**src/rtl/native_mem_copy_master_if.sv**
```systemverilog
// PicoRV32 native memory bus bundle.
// master drives requests, slave answers.
interface native_mem_copy_master_if;
  logic        mem_valid;
  logic        mem_instr;
  logic [31:0] mem_addr;
  logic [31:0] mem_wdata;
  logic [3:0]  mem_wstrb;
  logic        mem_ready;
  logic [31:0] mem_rdata;

  modport master (
    output mem_valid,
    output mem_instr,
    output mem_addr,
    output mem_wdata,
    output mem_wstrb,
    input  mem_ready,
    input  mem_rdata
  );

  modport slave (
    input  mem_valid,
    input  mem_instr,
    input  mem_addr,
    input  mem_wdata,
    input  mem_wstrb,
    output mem_ready,
    output mem_rdata
  );
endinterface

```
**src/rtl/native_mem_copy_master.sv**
```systemverilog
// Word copy DMA master on the native bus.
// Alternating single-word read/write.
module native_mem_copy_master #(
  parameter int TIMEOUT_CYCLES = 1024,
  parameter int LEN_W          = 16
) (
  input  logic             clk,
  input  logic             resetn,
  input  logic             start,
  input  logic             abort,
  input  logic [31:0]      src_addr,
  input  logic [31:0]      dst_addr,
  input  logic [LEN_W-1:0] len_words,
  output logic             busy,
  output logic             done,
  output logic [1:0]       err_code,
  output logic [LEN_W-1:0] words_done,
  native_mem_copy_master_if.master bus
);

  localparam int TW = $clog2(TIMEOUT_CYCLES);
  localparam logic [TW-1:0] TLIM =
    TW'(TIMEOUT_CYCLES - 1);

  typedef enum logic [2:0] {
    IDLE, CHECK, RD, GAP1, WR, GAP2, FIN
  } state_t;

  state_t           state;
  state_t           state_nxt;
  logic [31:0]      src_q;
  logic [31:0]      dst_q;
  logic [31:0]      data_q;
  logic [LEN_W-1:0] rem_q;
  logic             abort_q;
  logic [TW-1:0]    tcnt;
  logic             xfer;
  logic             tmo;
  logic             err_set;
  logic [1:0]       err_nxt;

  assign xfer = bus.mem_valid && bus.mem_ready;
  assign tmo  = bus.mem_valid && !bus.mem_ready
             && (tcnt == TLIM);

  // state register
  always_ff @(posedge clk) begin
    if (!resetn) state <= IDLE;
    else         state <= state_nxt;
  end

  // next state and error selection
  always_comb begin
    state_nxt = state;
    err_set   = 1'b0;
    err_nxt   = 2'd0;
    unique case (state)
      IDLE: if (start) state_nxt = CHECK;
      CHECK: begin
        if (src_q[1:0] != 2'd0 ||
            dst_q[1:0] != 2'd0) begin
          state_nxt = FIN;
          err_set   = 1'b1;
          err_nxt   = 2'd1;
        end else if (rem_q == '0) begin
          state_nxt = FIN;
        end else begin
          state_nxt = RD;
        end
      end
      RD, WR: begin
        if (xfer) begin
          state_nxt = (state == RD) ? GAP1 : GAP2;
        end else if (tmo) begin
          state_nxt = FIN;
          err_set   = 1'b1;
          err_nxt   = 2'd2;
        end
      end
      GAP1: begin
        if (abort_q) begin
          state_nxt = FIN;
          err_set   = 1'b1;
          err_nxt   = 2'd3;
        end else begin
          state_nxt = WR;
        end
      end
      GAP2: begin
        if (rem_q == '0) begin
          state_nxt = FIN;
        end else if (abort_q) begin
          state_nxt = FIN;
          err_set   = 1'b1;
          err_nxt   = 2'd3;
        end else begin
          state_nxt = RD;
        end
      end
      FIN:     state_nxt = IDLE;
      default: state_nxt = IDLE;
    endcase
  end

  // bus and status outputs decoded from state
  always_comb begin
    busy          = 1'b0;
    done          = 1'b0;
    bus.mem_valid = 1'b0;
    bus.mem_instr = 1'b0;
    bus.mem_addr  = 32'd0;
    bus.mem_wdata = 32'd0;
    bus.mem_wstrb = 4'd0;
    unique case (state)
      CHECK, GAP1, GAP2: busy = 1'b1;
      RD: begin
        busy          = 1'b1;
        bus.mem_valid = 1'b1;
        bus.mem_addr  = src_q;
      end
      WR: begin
        busy          = 1'b1;
        bus.mem_valid = 1'b1;
        bus.mem_addr  = dst_q;
        bus.mem_wdata = data_q;
        bus.mem_wstrb = 4'hf;
      end
      FIN:     done = 1'b1;
      default: busy = 1'b0;
    endcase
  end

  // copy datapath, abort latch, timeout counter
  always_ff @(posedge clk) begin
    if (!resetn) begin
      src_q      <= 32'd0;
      dst_q      <= 32'd0;
      data_q     <= 32'd0;
      rem_q      <= '0;
      err_code   <= 2'd0;
      words_done <= '0;
      abort_q    <= 1'b0;
      tcnt       <= '0;
    end else begin
      if (state == IDLE && start) begin
        src_q      <= src_addr;
        dst_q      <= dst_addr;
        rem_q      <= len_words;
        err_code   <= 2'd0;
        words_done <= '0;
      end
      if (err_set) err_code <= err_nxt;
      if (state == RD && xfer)
        data_q <= bus.mem_rdata;
      if (state == WR && xfer) begin
        words_done <= words_done + LEN_W'(1);
        src_q      <= src_q + 32'd4;
        dst_q      <= dst_q + 32'd4;
        rem_q      <= rem_q - LEN_W'(1);
      end
      if (busy) abort_q <= abort_q | abort;
      else      abort_q <= 1'b0;
      if (bus.mem_valid && !bus.mem_ready)
        tcnt <= tcnt + TW'(1);
      else
        tcnt <= '0;
    end
  end

endmodule

```
**src/flat_wrapper.sv**
```systemverilog
// flat-port wrapper written by rule: the top's interface ports become plain ports
module native_mem_copy_master_flat 
#(
  parameter int TIMEOUT_CYCLES = 1024,
  parameter int LEN_W          = 16
)
  (clk, resetn, start, abort, src_addr, dst_addr, len_words, busy, done, err_code, words_done, bus_mem_valid, bus_mem_instr, bus_mem_addr, bus_mem_wdata, bus_mem_wstrb, bus_mem_ready, bus_mem_rdata);
  native_mem_copy_master_if bus_i ();
  input  logic clk;
  input  logic resetn;
  input  logic start;
  input  logic abort;
  input  logic [31:0] src_addr;
  input  logic [31:0] dst_addr;
  input  logic [LEN_W-1:0] len_words;
  output logic busy;
  output logic done;
  output logic [1:0] err_code;
  output logic [LEN_W-1:0] words_done;
  output wire logic [$bits(bus_i.mem_valid)-1:0] bus_mem_valid;
  output wire logic [$bits(bus_i.mem_instr)-1:0] bus_mem_instr;
  output wire logic [$bits(bus_i.mem_addr)-1:0] bus_mem_addr;
  output wire logic [$bits(bus_i.mem_wdata)-1:0] bus_mem_wdata;
  output wire logic [$bits(bus_i.mem_wstrb)-1:0] bus_mem_wstrb;
  input wire logic [$bits(bus_i.mem_ready)-1:0] bus_mem_ready;
  input wire logic [$bits(bus_i.mem_rdata)-1:0] bus_mem_rdata;
  assign bus_mem_valid = bus_i.mem_valid;
  assign bus_mem_instr = bus_i.mem_instr;
  assign bus_mem_addr = bus_i.mem_addr;
  assign bus_mem_wdata = bus_i.mem_wdata;
  assign bus_mem_wstrb = bus_i.mem_wstrb;
  assign bus_i.mem_ready = bus_mem_ready;
  assign bus_i.mem_rdata = bus_mem_rdata;
  native_mem_copy_master #(.TIMEOUT_CYCLES(TIMEOUT_CYCLES), .LEN_W(LEN_W)) u_core (.clk(clk), .resetn(resetn), .start(start), .abort(abort), .src_addr(src_addr), .dst_addr(dst_addr), .len_words(len_words), .busy(busy), .done(done), .err_code(err_code), .words_done(words_done), .bus(bus_i));
endmodule
```
**config.mk**
```make
export PLATFORM = sky130hd
export DESIGN_NAME = native_mem_copy_master_flat
export DESIGN_NICKNAME = d
export VERILOG_FILES = /design/src/rtl/native_mem_copy_master_if.sv /design/src/rtl/native_mem_copy_master.sv /design/src/flat_wrapper.sv
export SDC_FILE = /design/constraint.sdc
export NUM_CORES = 1
export LEC_CHECK = 0
export ABC_AREA = 1
export CAP_MARGIN = 0
export CELL_PAD_IN_SITES_DETAIL_PLACEMENT = 1
export CELL_PAD_IN_SITES_GLOBAL_PLACEMENT = 1
export CORE_ASPECT_RATIO = 2
export CORE_MARGIN = 4
export CORE_UTILIZATION = 38
export CTS_BUF_LIST = sky130_fd_sc_hd__clkbuf_2
export DETAILED_ROUTE_END_ITERATION = 12
export HOLD_SLACK_MARGIN = 0.03
export PLACE_DENSITY = 0.89
export REMOVE_ABC_BUFFERS = 1
export SYNTH_ARGS = -nofsm -noshare
export SYNTH_HDL_FRONTEND = slang
export SYNTH_SLANG_ARGS = --single-unit
```
**constraint.sdc**
```tcl
create_clock -name clk -period 2.4 [get_ports clk]
set_input_delay 0.48 -clock clk [delete_from_list [all_inputs] [get_ports clk]]
set_output_delay 0.48 -clock clk [all_outputs]
set_load 0.01 [all_outputs]
```
After elaboration in Yosys (flattened, before gate mapping):

Cells that the tools add are included.

* flip-flop bits (word level): 144
* output and inout bits: 90
* logic and storage cells: 81

* add/sub/neg operators: 5
* eq/ne operators: 9
* multiplexer cells: 38
* bitwise operators: 1
* reductions and logical operators: 19

Operator list (number)
* 2-to-1 mux 32 bit: 5
* adder 32 x 3 -> 32 bit, second input constant: 2
* 2-to-1 mux 16 bit: 4
* one-hot mux 32 bit (2 select lines): 1
* 2-to-1 mux 3 bit: 8
* adder 16 x 1 -> 16 bit, second input constant: 1
* logical NOT 16 bit: 1
* subtractor 16 x 1 -> 16 bit, second input constant: 1
* one-hot mux 3 bit (5 select lines): 1
* 2-to-1 mux 2 bit: 7
* adder 10 x 1 -> 10 bit, second input constant: 1
* equality test 10 bit, second input constant: 1
* equality test 3 bit, second input constant: 3
* 2-to-1 mux 1 bit: 9
* one-hot mux 2 bit (4 select lines): 1
* nonzero test 2 bit: 4
* equality test 3 x 2 -> 1 bit, second input constant: 2
* logical AND 1 bit: 6
* AND reduction 2 bit: 3
* OR reduction 5 bit: 1
* 2-to-1 mux 4 bit: 1
* one-hot mux 1 bit (4 select lines): 1
* equality test 3 x 1 -> 1 bit, second input constant: 1
* logical NOT 3 bit: 1
* other kinds (6): 6

Depth between registers and ports, before layout:

Gate-level depths: netlist of run 1.

* depth in word-level cells: 9
* gate-level depth with buffers: 11
* depth with buffers taken out: 10

Least setup slack after synthesis of run 1:

No wires, ideal clock.

* path type: register to output
* start: register u_core.state[1]
* end: output port bus_mem_addr[5]
* arrival: 1.170 ns
* path slack: 0.750 ns
* cell stages (with the launch flop): 6
* buffers on the path: 1
* cell sequence: dfxtp_1 inv_1 nor2_2 nand2_2 buf_1 o21ai_0

* longest elaborated chain between the ends: 2

Ends and longest elaborated chain
* from (decl): line native_mem_copy_master.sv:29 `state_t state;`
* from (signal assigned): line native_mem_copy_master.sv:49 `else state <= state_nxt;`
* equality test 3 bit or equality test 3 x 2 -> 1 bit (tied branches): line native_mem_copy_master.sv:114 `unique case (state)`
* one-hot mux 32 bit (2 select lines) (*): line native_mem_copy_master.sv:114
* to (decl): line flat_wrapper.sv:22 `output wire logic [$bits(bus_i.mem_addr)-1:0] bus_mem_addr;`

Every way passes the cells marked *; elsewhere a longest branch is shown, timed or not.

Worst setup path after layout of run 1:

* start: register u_core.state[0]
* end: output port bus_mem_addr[2]

Same word-level chain as after synthesis.

==> run_results.csv, run 1 <==
group,metric,value,unit
status,run_status,"complete, but fails checks",
status,violations,"negative setup slack",
placed_design,pre_cts_slack,0.136,ns
sta,drv_slew,0,
sta,rsz0062_at_grt,"true",
route,drc,0,
placed_design,io_buffer_count,205,
power_and_ir_drop,p_leak,4.49,nW
route,wire_per_inst,19.4,µm
synth,netlist_instances,1455,
sta,tightest_slew,0.597,ns
global_routing,grt_pass1_wl,57300,µm
route,vias,10660,
layout,finish.utilization,53.0,%
sta,slew_headroom,60.1,%
power_and_ir_drop,power.density,823,nW/µm²
min_path,holdCritStartpoint,"dst_addr[7]",
worst_setup_path,cp.buffers_inverters,3,
floorplanning,initial_utilization,38.6,%
worst_setup_path,crit-reg2reg-launch,"u_core.src_q[3]",
sta,finalSetupViolations,62,
layout,instances_no_fill,1961,
sta,finClkSkew,0.0388,ns
sta,finalHoldViolations,0,
sta,fmax,386,MHz
placed_design,dp_cells,1902,
worst_setup_path,cpPeakStageDelay,0.38,ns
synth,ys_top_cells_by_area,"dfxtp_1, nand2_1, inv_1, nor2_1, a21oi_1",
global_routing,grt_pass1_vias,11341,
layout,syn_to_final_growth,37.3,%
floorplanning,die_y,222,µm
synth,synth_area,8740,µm²
flow_run,max_cap_violations,0,
floorplanning,pin_count,207,
synth,yosys.area.top_type,"dfxtp_1",
route,avgViaCountPerCell,5.44,
synth,ys.warnings.count,0,
min_path,min_path_type,"in2reg",
worst_setup_path,crit_start,"u_core.state[0]",
sta,setup_tns,-7.92,ns
clock_tree,clkTransAtPathRegs,0.24,ns
synth,syn_area_per_cell,6.01,µm²
worst_setup_path,crit_fanout,7,
global_routing,grt_antenna_before_repair,3,
floorplanning,dieArea,25600,µm²
global_routing,grt-ovfl-total,0,
clock_tree,clock_sinks,144,
sta,period_minus_slack,2.59,ns
floorplanning,rows,78,
route,first_iter_violations,386,
clock_tree,cts_buffer_depth,2,
synth,synth_top_area_share,33.0,%
placed_design,place_congestion,0.918,
floorplanning,dieWidth,115,µm
clock_tree,cts_max_level,4,
clock_tree,clk_latency,0.83,ns
worst_setup_path,critical_path.slowest_cell,"dfxtp_2",
synth,seq_area_frac_synth,33.0,%
worst_setup_path,crit_path_frequent_cell,"buf_6",
route,dr.pass1.iters,5,
worst_setup_path,critPathArrivalTime,2.11,ns
placed_design,dpl.hpwl,27500,µm
floorplanning,core_area,22600,µm²
route,drt-total-wl,38000,µm
power_and_ir_drop,vdd_ir_drop_max,0.759,mV
clock_tree,cts_tree,"done",
worst_setup_path,cp_top_family,"buffers and inverters",
clock_tree,cts_buffers,17,
worst_setup_path,criticalPathCategory,"reg2out",
worst_setup_path,critPathLaunchType,"flop",
worst_setup_path,path_cells,"nor2_4 > nand2_8 > buf_6 > buf_6 > o22ai_2 > buf_2",
route,ant_nets,0,
layout,drive_above_1_share,15.1,%
synth,ys_ff_latch,144,
synth,ys_types,37,
sta,setup_slack,-0.191,ns
power_and_ir_drop,p_total,9.87,mW
worst_setup_path,required,1.92,ns
sta,min_period_over_period,108,%
worst_setup_path,endpoint_kind,"output port",
clock_tree,root_buffer,"clkbuf_2",
global_routing,grt_use_total,28.8,%
global_routing,grt_max_degree,65,
layout,nets,1791,
-- through the flow --
step	hold WS, ns	instance area [µm²]
2_1_floorplan	0.429	8410
3_3_place_gp	0.440	11100
3_5_place_dp	0.448	11100
4_1_cts	0.0942	11500
5_1_grt	0.116	12000
6_report	0.183	12000
-- synthesized netlist by cell type, drive strengths merged --
| library cell | count |
|---|---|
| o21ai | 116 |
| or2 | 4 |
| a22oi | 2 |
| o21a | 2 |
| inv | 205 |
| nand4 | 19 |
| o211ai | 8 |
| nor2 | 191 |
| conb | 1 |
| a31oi | 22 |
| nor3b | 4 |
| a21oi | 106 |
| nand2 | 419 |
| o22ai | 29 |
| a32oi | 1 |
| nand3 | 88 |
| ha | 6 |
| clkbuf | 25 |
| nor3 | 6 |
| dfxtp | 144 |
| o21bai | 1 |
| a21boi | 1 |
| xor2 | 7 |
| xnor2 | 1 |
| a22o | 1 |
| a211oi | 7 |
| buf | 38 |
| nand3b | 1 |
-- worst reg2reg max path: stages, from the launching register on --
cell and delay [ns]:
dfxtp_1 0.51, ha_1 0.31, nand2_1 0.12, nor2_1 0.34
inv_1 0.12, nor2_1 0.34, nand3_1 0.14, nand2_1 0.10
nand2_1 0.06, a21oi_1 0.11
-- final timing paths --
| path | to | slack, ns | cells after the start |
|---|---|---|---|
| worst max-delay path | bus_mem_addr[2] | -0.19 | 6 |
| worst max register to register | u_core.src_q[30] | 0.20 | 9 |
| worst min register to register | u_core.data_q[13] | 0.48 | 2 |
| worst min-delay path | u_core.dst_q[7] | 0.18 | 3 |
-- layer usage --
metal | vias to the layer above | global-route usage, % | wire length (µm)
li1 | 5085 | - | -
met3 | 157 | 5.75 | 1910
met1 | 5077 | 25.4 | 12200
met5 | - | 0 | 13
met2 | 339 | 55.1 | 20600
met4 | 2 | 20.7 | 3270
-- layout make-up --
class,count,area [µm²]
Sequential cell,144,2930
Fill cell,3040,10600
Multi-Input combinational cell,1043,5210
Tap cell,280,350
Clock inverter,14,77.6
Clock buffer,17,85.1
Inverter,205,779
Timing Repair Buffer,257,2560
Antenna cell,1,2.50
-- power breakdown --
group	internal (mW)	total [mW]	leakage (nW)	switching [mW]
logic	2.05	5.37	3.20	3.32
registers	2.84	3.29	1.18	0.451
clock network	0.238	1.21	0.0988	0.973
-- flip-flops by register name, indices dropped and copies added (netlist names) --
name,cells
u_core.data_q,32
u_core.dst_q,32
u_core.src_q,32
u_core.rem_q,16
u_core.words_done,16
u_core.tcnt,10
u_core.state,3
u_core.err_code,2
u_core.abort_q,1
-- timing repair --
| item | CTS | global route |
|---|---|---|
| setup endpoints to repair | 84 | 74 |
| pin swaps | 7 | 3 |
| setup buffers | 11 | 8 |
| gates cloned | 3 | 4 |
| hold buffers | 1 | 0 |
| gates resized for setup | 377 | 68 |
| hold endpoints to repair | 7 | 0 |
-- placed cells by master (no fill, tap or decap), types with 5 or more instances in the layout --
| cell type | Yosys | final |
|---|---|---|
| a211oi_1 | 7 | 7 |
| a21oi_1 | 106 | 105 |
| a31oi_1 | 22 | 22 |
| buf_12 | 0 | 11 |
| buf_2 | 17 | 40 |
| buf_4 | 14 | 30 |
| buf_6 | 3 | 28 |
| clkbuf_2 | 0 | 18 |
| clkdlybuf4s15_2 | 0 | 5 |
| clkdlybuf4s50_1 | 0 | 133 |
| clkinv_1 | 0 | 5 |
| dfxtp_1 | 144 | 127 |
| dfxtp_2 | 0 | 8 |
| dfxtp_4 | 0 | 9 |
| ha_1 | 6 | 6 |
| inv_1 | 197 | 195 |
| inv_2 | 8 | 6 |
| nand2_1 | 411 | 410 |
| nand3_1 | 88 | 88 |
| nand4_1 | 19 | 19 |
| nor2_1 | 184 | 156 |
| nor2_2 | 5 | 10 |
| nor2_4 | 2 | 25 |
| nor3_1 | 6 | 6 |
| o211ai_1 | 8 | 8 |
| o21ai_0 | 102 | 100 |
| o21ai_1 | 14 | 16 |
| o22ai_2 | 0 | 24 |
| o22ai_4 | 0 | 5 |
| xor2_1 | 7 | 7 |
-- kinds of logic after synthesis --
group,Yosys count,share of synthesized area (%)
xor gates and xnor gates,8,0.802
AOI/OAI and AO/OA,296,18.4
and+or+nand+nor,732,34.3
buffers and inverters,268,12.6
adders and majority gates,6,0.859
DFF,144,33.0
other,1,0.0429
No activity file was read; power rests on OpenSTA's default activity.
==> run 2, diff against run 1 <==
--- a/config.mk
+++ b/config.mk
@@ -6,7 +6,7 @@
 export NUM_CORES = 1
 export LEC_CHECK = 0
 export ABC_AREA = 1
-export CAP_MARGIN = 0
+export CAP_MARGIN = 20
 export CELL_PAD_IN_SITES_DETAIL_PLACEMENT = 1
 export CELL_PAD_IN_SITES_GLOBAL_PLACEMENT = 1
 export CORE_ASPECT_RATIO = 2
@@ -17,6 +17,8 @@
 export HOLD_SLACK_MARGIN = 0.03
 export PLACE_DENSITY = 0.89
 export REMOVE_ABC_BUFFERS = 1
+export SETUP_SLACK_MARGIN = 0.02
+export SKIP_CTS_REPAIR_TIMING = 1
 export SYNTH_ARGS = -nofsm -noshare
 export SYNTH_HDL_FRONTEND = slang
 export SYNTH_SLANG_ARGS = --single-unit
==> run 2 against run 1 <==
- the flow still finishes with violations (negative setup slack)
- worst setup slack worse by 0.055 ns
- die area stayed put
- sequential cell count did not move
- sequential share of layout area is 0.49 points higher
- worst hold slack improved by 0.0080 ns
- via count grew 0.75%
- global-route usage fell by 1.4 points
- largest power group unchanged
- highest routed layer unchanged
==> run_results.csv, run 2 (synthesis results as in run 1) <==
group,metric,value,unit
layout,seq_area,2930,µm²
global_routing,grt-ovfl-total,0,
layout,nets,1797,
min_path,holdCritStartpoint,"dst_addr[7]",
clock_tree,cts_buffers,17,
global_routing,grt_use_total,27.4,%
floorplanning,core_area,22600,µm²
global_routing,grt_pass1_vias,11091,
worst_setup_path,cp.buffers_inverters,3,
worst_setup_path,criticalPathCategory,"reg2out",
sta,finalHoldViolations,0,
worst_setup_path,rrSetupSlack,0.19,ns
sta,min_period_over_period,110,%
route,wire_per_inst,19.2,µm
route,drc,0,
power_and_ir_drop,p_leak,4.59,nW
global_routing,use_met1,24.6,%
min_path,min_to,"u_core.dst_q[7]",
floorplanning,pin_count,207,
worst_setup_path,endpoint_kind,"output port",
clock_tree,clkTransAtPathRegs,0.23,ns
placed_design,dpl_cell_area,11100,µm²
route,avgViaCountPerCell,5.46,
worst_setup_path,path_cells,"nor2_4 > nand2_8 > buf_6 > buf_12 > o22ai_1 > buf_2",
worst_setup_path,critPathLaunchType,"flop",
worst_setup_path,reg2regPathDepth,9,
sta,finalSetupViolations,65,
layout,reg.largest.list,"u_core.data_q (32), u_core.dst_q (32), u_core.src_q (32)",
power_and_ir_drop,power.density,823,nW/µm²
sta,tightest_slew,0.595,ns
floorplanning,dieArea,25600,µm²
layout,layout_common_cells,"nand2_1, inv_1, nor2_1",
layout,drive_above_1_share,14.7,%
route,drt-total-wl,37700,µm
global_routing,grt_max_degree,65,
route,ant_nets,0,
floorplanning,dieWidth,115,µm
sta,drv_slew,0,
sta,rsz0062_at_grt,"true",
global_routing,top_usage_layer,"met2",
layout,instances_no_fill,1967,
placed_design,dpl.hpwl,27500,µm
worst_setup_path,cp_top_family,"buffers and inverters",
worst_setup_path,critPathArrivalTime,2.17,ns
sta,slew_headroom,60.4,%
floorplanning,initial_utilization,38.6,%
layout,finish.utilization,52.0,%
flow_run,max_cap_violations,0,
status,run_status,"complete, but fails checks",
layout,final_common_cell,"nand2_1",
sta,fmax,378,MHz
min_path,min_path_cells,3,
clock_tree,clock_sinks,144,
route,vias,10740,
route,dr.pass1.iters,6,
layout,n_fill_cell,3069,
route,first_iter_violations,440,
global_routing,grt_use_met3,6.16,%
layout,syn_to_final_growth,34.8,%
floorplanning,die_y,222,µm
worst_setup_path,crit-reg2reg-launch,"u_core.src_q[3]",
global_routing,grt_pass1_wl,55000,µm
layout,fin_area,11800,µm²
min_path,min_path_type,"in2reg",
layout,multi_input_area,5070,µm²
sta,finClkSkew,0.0377,ns
sta,period_minus_slack,2.65,ns
clock_tree,cts_max_level,4,
worst_setup_path,rr_endpoint,"u_core.src_q[30]",
global_routing,grt_antenna_before_repair,3,
power_and_ir_drop,vdd_ir_drop_max,0.409,mV
global_routing,gr-usage-met2,51.3,%
worst_setup_path,cpPeakStageDelay,0.42,ns
floorplanning,rows,78,
worst_setup_path,crit_fanout,10,
clock_tree,cts_buffer_depth,2,
status,violations,"negative setup slack",
clock_tree,clk_latency,0.83,ns
placed_design,io_buffer_count,205,
worst_setup_path,critical_path.slowest_cell,"dfxtp_4",
placed_design,dp_cells,1902,
clock_tree,root_buffer,"clkbuf_2",
worst_setup_path,required,1.92,ns
clock_tree,cts_tree,"done",
placed_design,place_congestion,0.918,
sta,setup_slack,-0.246,ns
sta,setup_tns,-8.37,ns
-- run 2: worst register-to-register path: stages (launching register included) --
cell and delay [ns]:
dfxtp_1 0.51, ha_1 0.33, nand2_1 0.12, nor2_1 0.33, inv_1 0.12, nor2_1 0.34, nand3_1 0.13, nand2_1 0.10
nand2_1 0.06, a21oi_1 0.11
-- run 2: cell type report --
cell class                      count  share of cell area (%)
Multi-Input combinational cell   1044                    43.0
Inverter                          205                    6.70
Timing Repair Buffer              262                    21.0
Clock inverter                     14                   0.658
Clock buffer                       17                   0.722
Tap cell                          280                    2.97
Antenna cell                        1                  0.0212
Sequential cell                   144                    24.9
-- run 2: through the flow --
stage / total power, mW / setup WS, ns / hold WS (ns)
final: 9.70 / -0.246 / 0.191
after global routing: 10.3 / -0.326 / 0.134
after detailed placement: 7.63 / 0.136 / 0.448
after global placement: 7.47 / 0.204 / 0.440
after floorplan: 5.62 / -0.233 / 0.429
after CTS: 8.85 / -0.845 / -0.0635
-- run 2: report_power, final --
part | leakage (nW) | internal, mW | switching [mW]
registers | 1.19 | 2.84 | 0.453
logic | 3.30 | 1.94 | 3.25
clock network | 0.0988 | 0.238 | 0.973
total | 4.59 | 5.03 | 4.67
-- run 2: metal layers --
metal,vias to the layer above,routed length (µm)
met2,387,20400
met1,5099,12100
met3,153,2050
met4,2,3200
met5,-,12
li1,5099,-
-- run 2: worst max path at each step --
stage / startpoint / endpoint / slack, ns / depth (start not counted)
6_report: u_core.state[1] / bus_mem_addr[26] / -0.25 / 6
5_1_grt: u_core.state[2] / bus_mem_addr[26] / -0.33 / 6
4_1_cts: u_core.state[1] / bus_mem_addr[0] / -0.85 / 6
3_5_place_dp: u_core.state[1] / bus_mem_addr[0] / 0.14 / 6
3_3_place_gp: u_core.state[2] / bus_mem_addr[8] / 0.20 / 4
2_1_floorplan: u_core.state[0] / u_core.rem_q[4] / -0.23 / 8
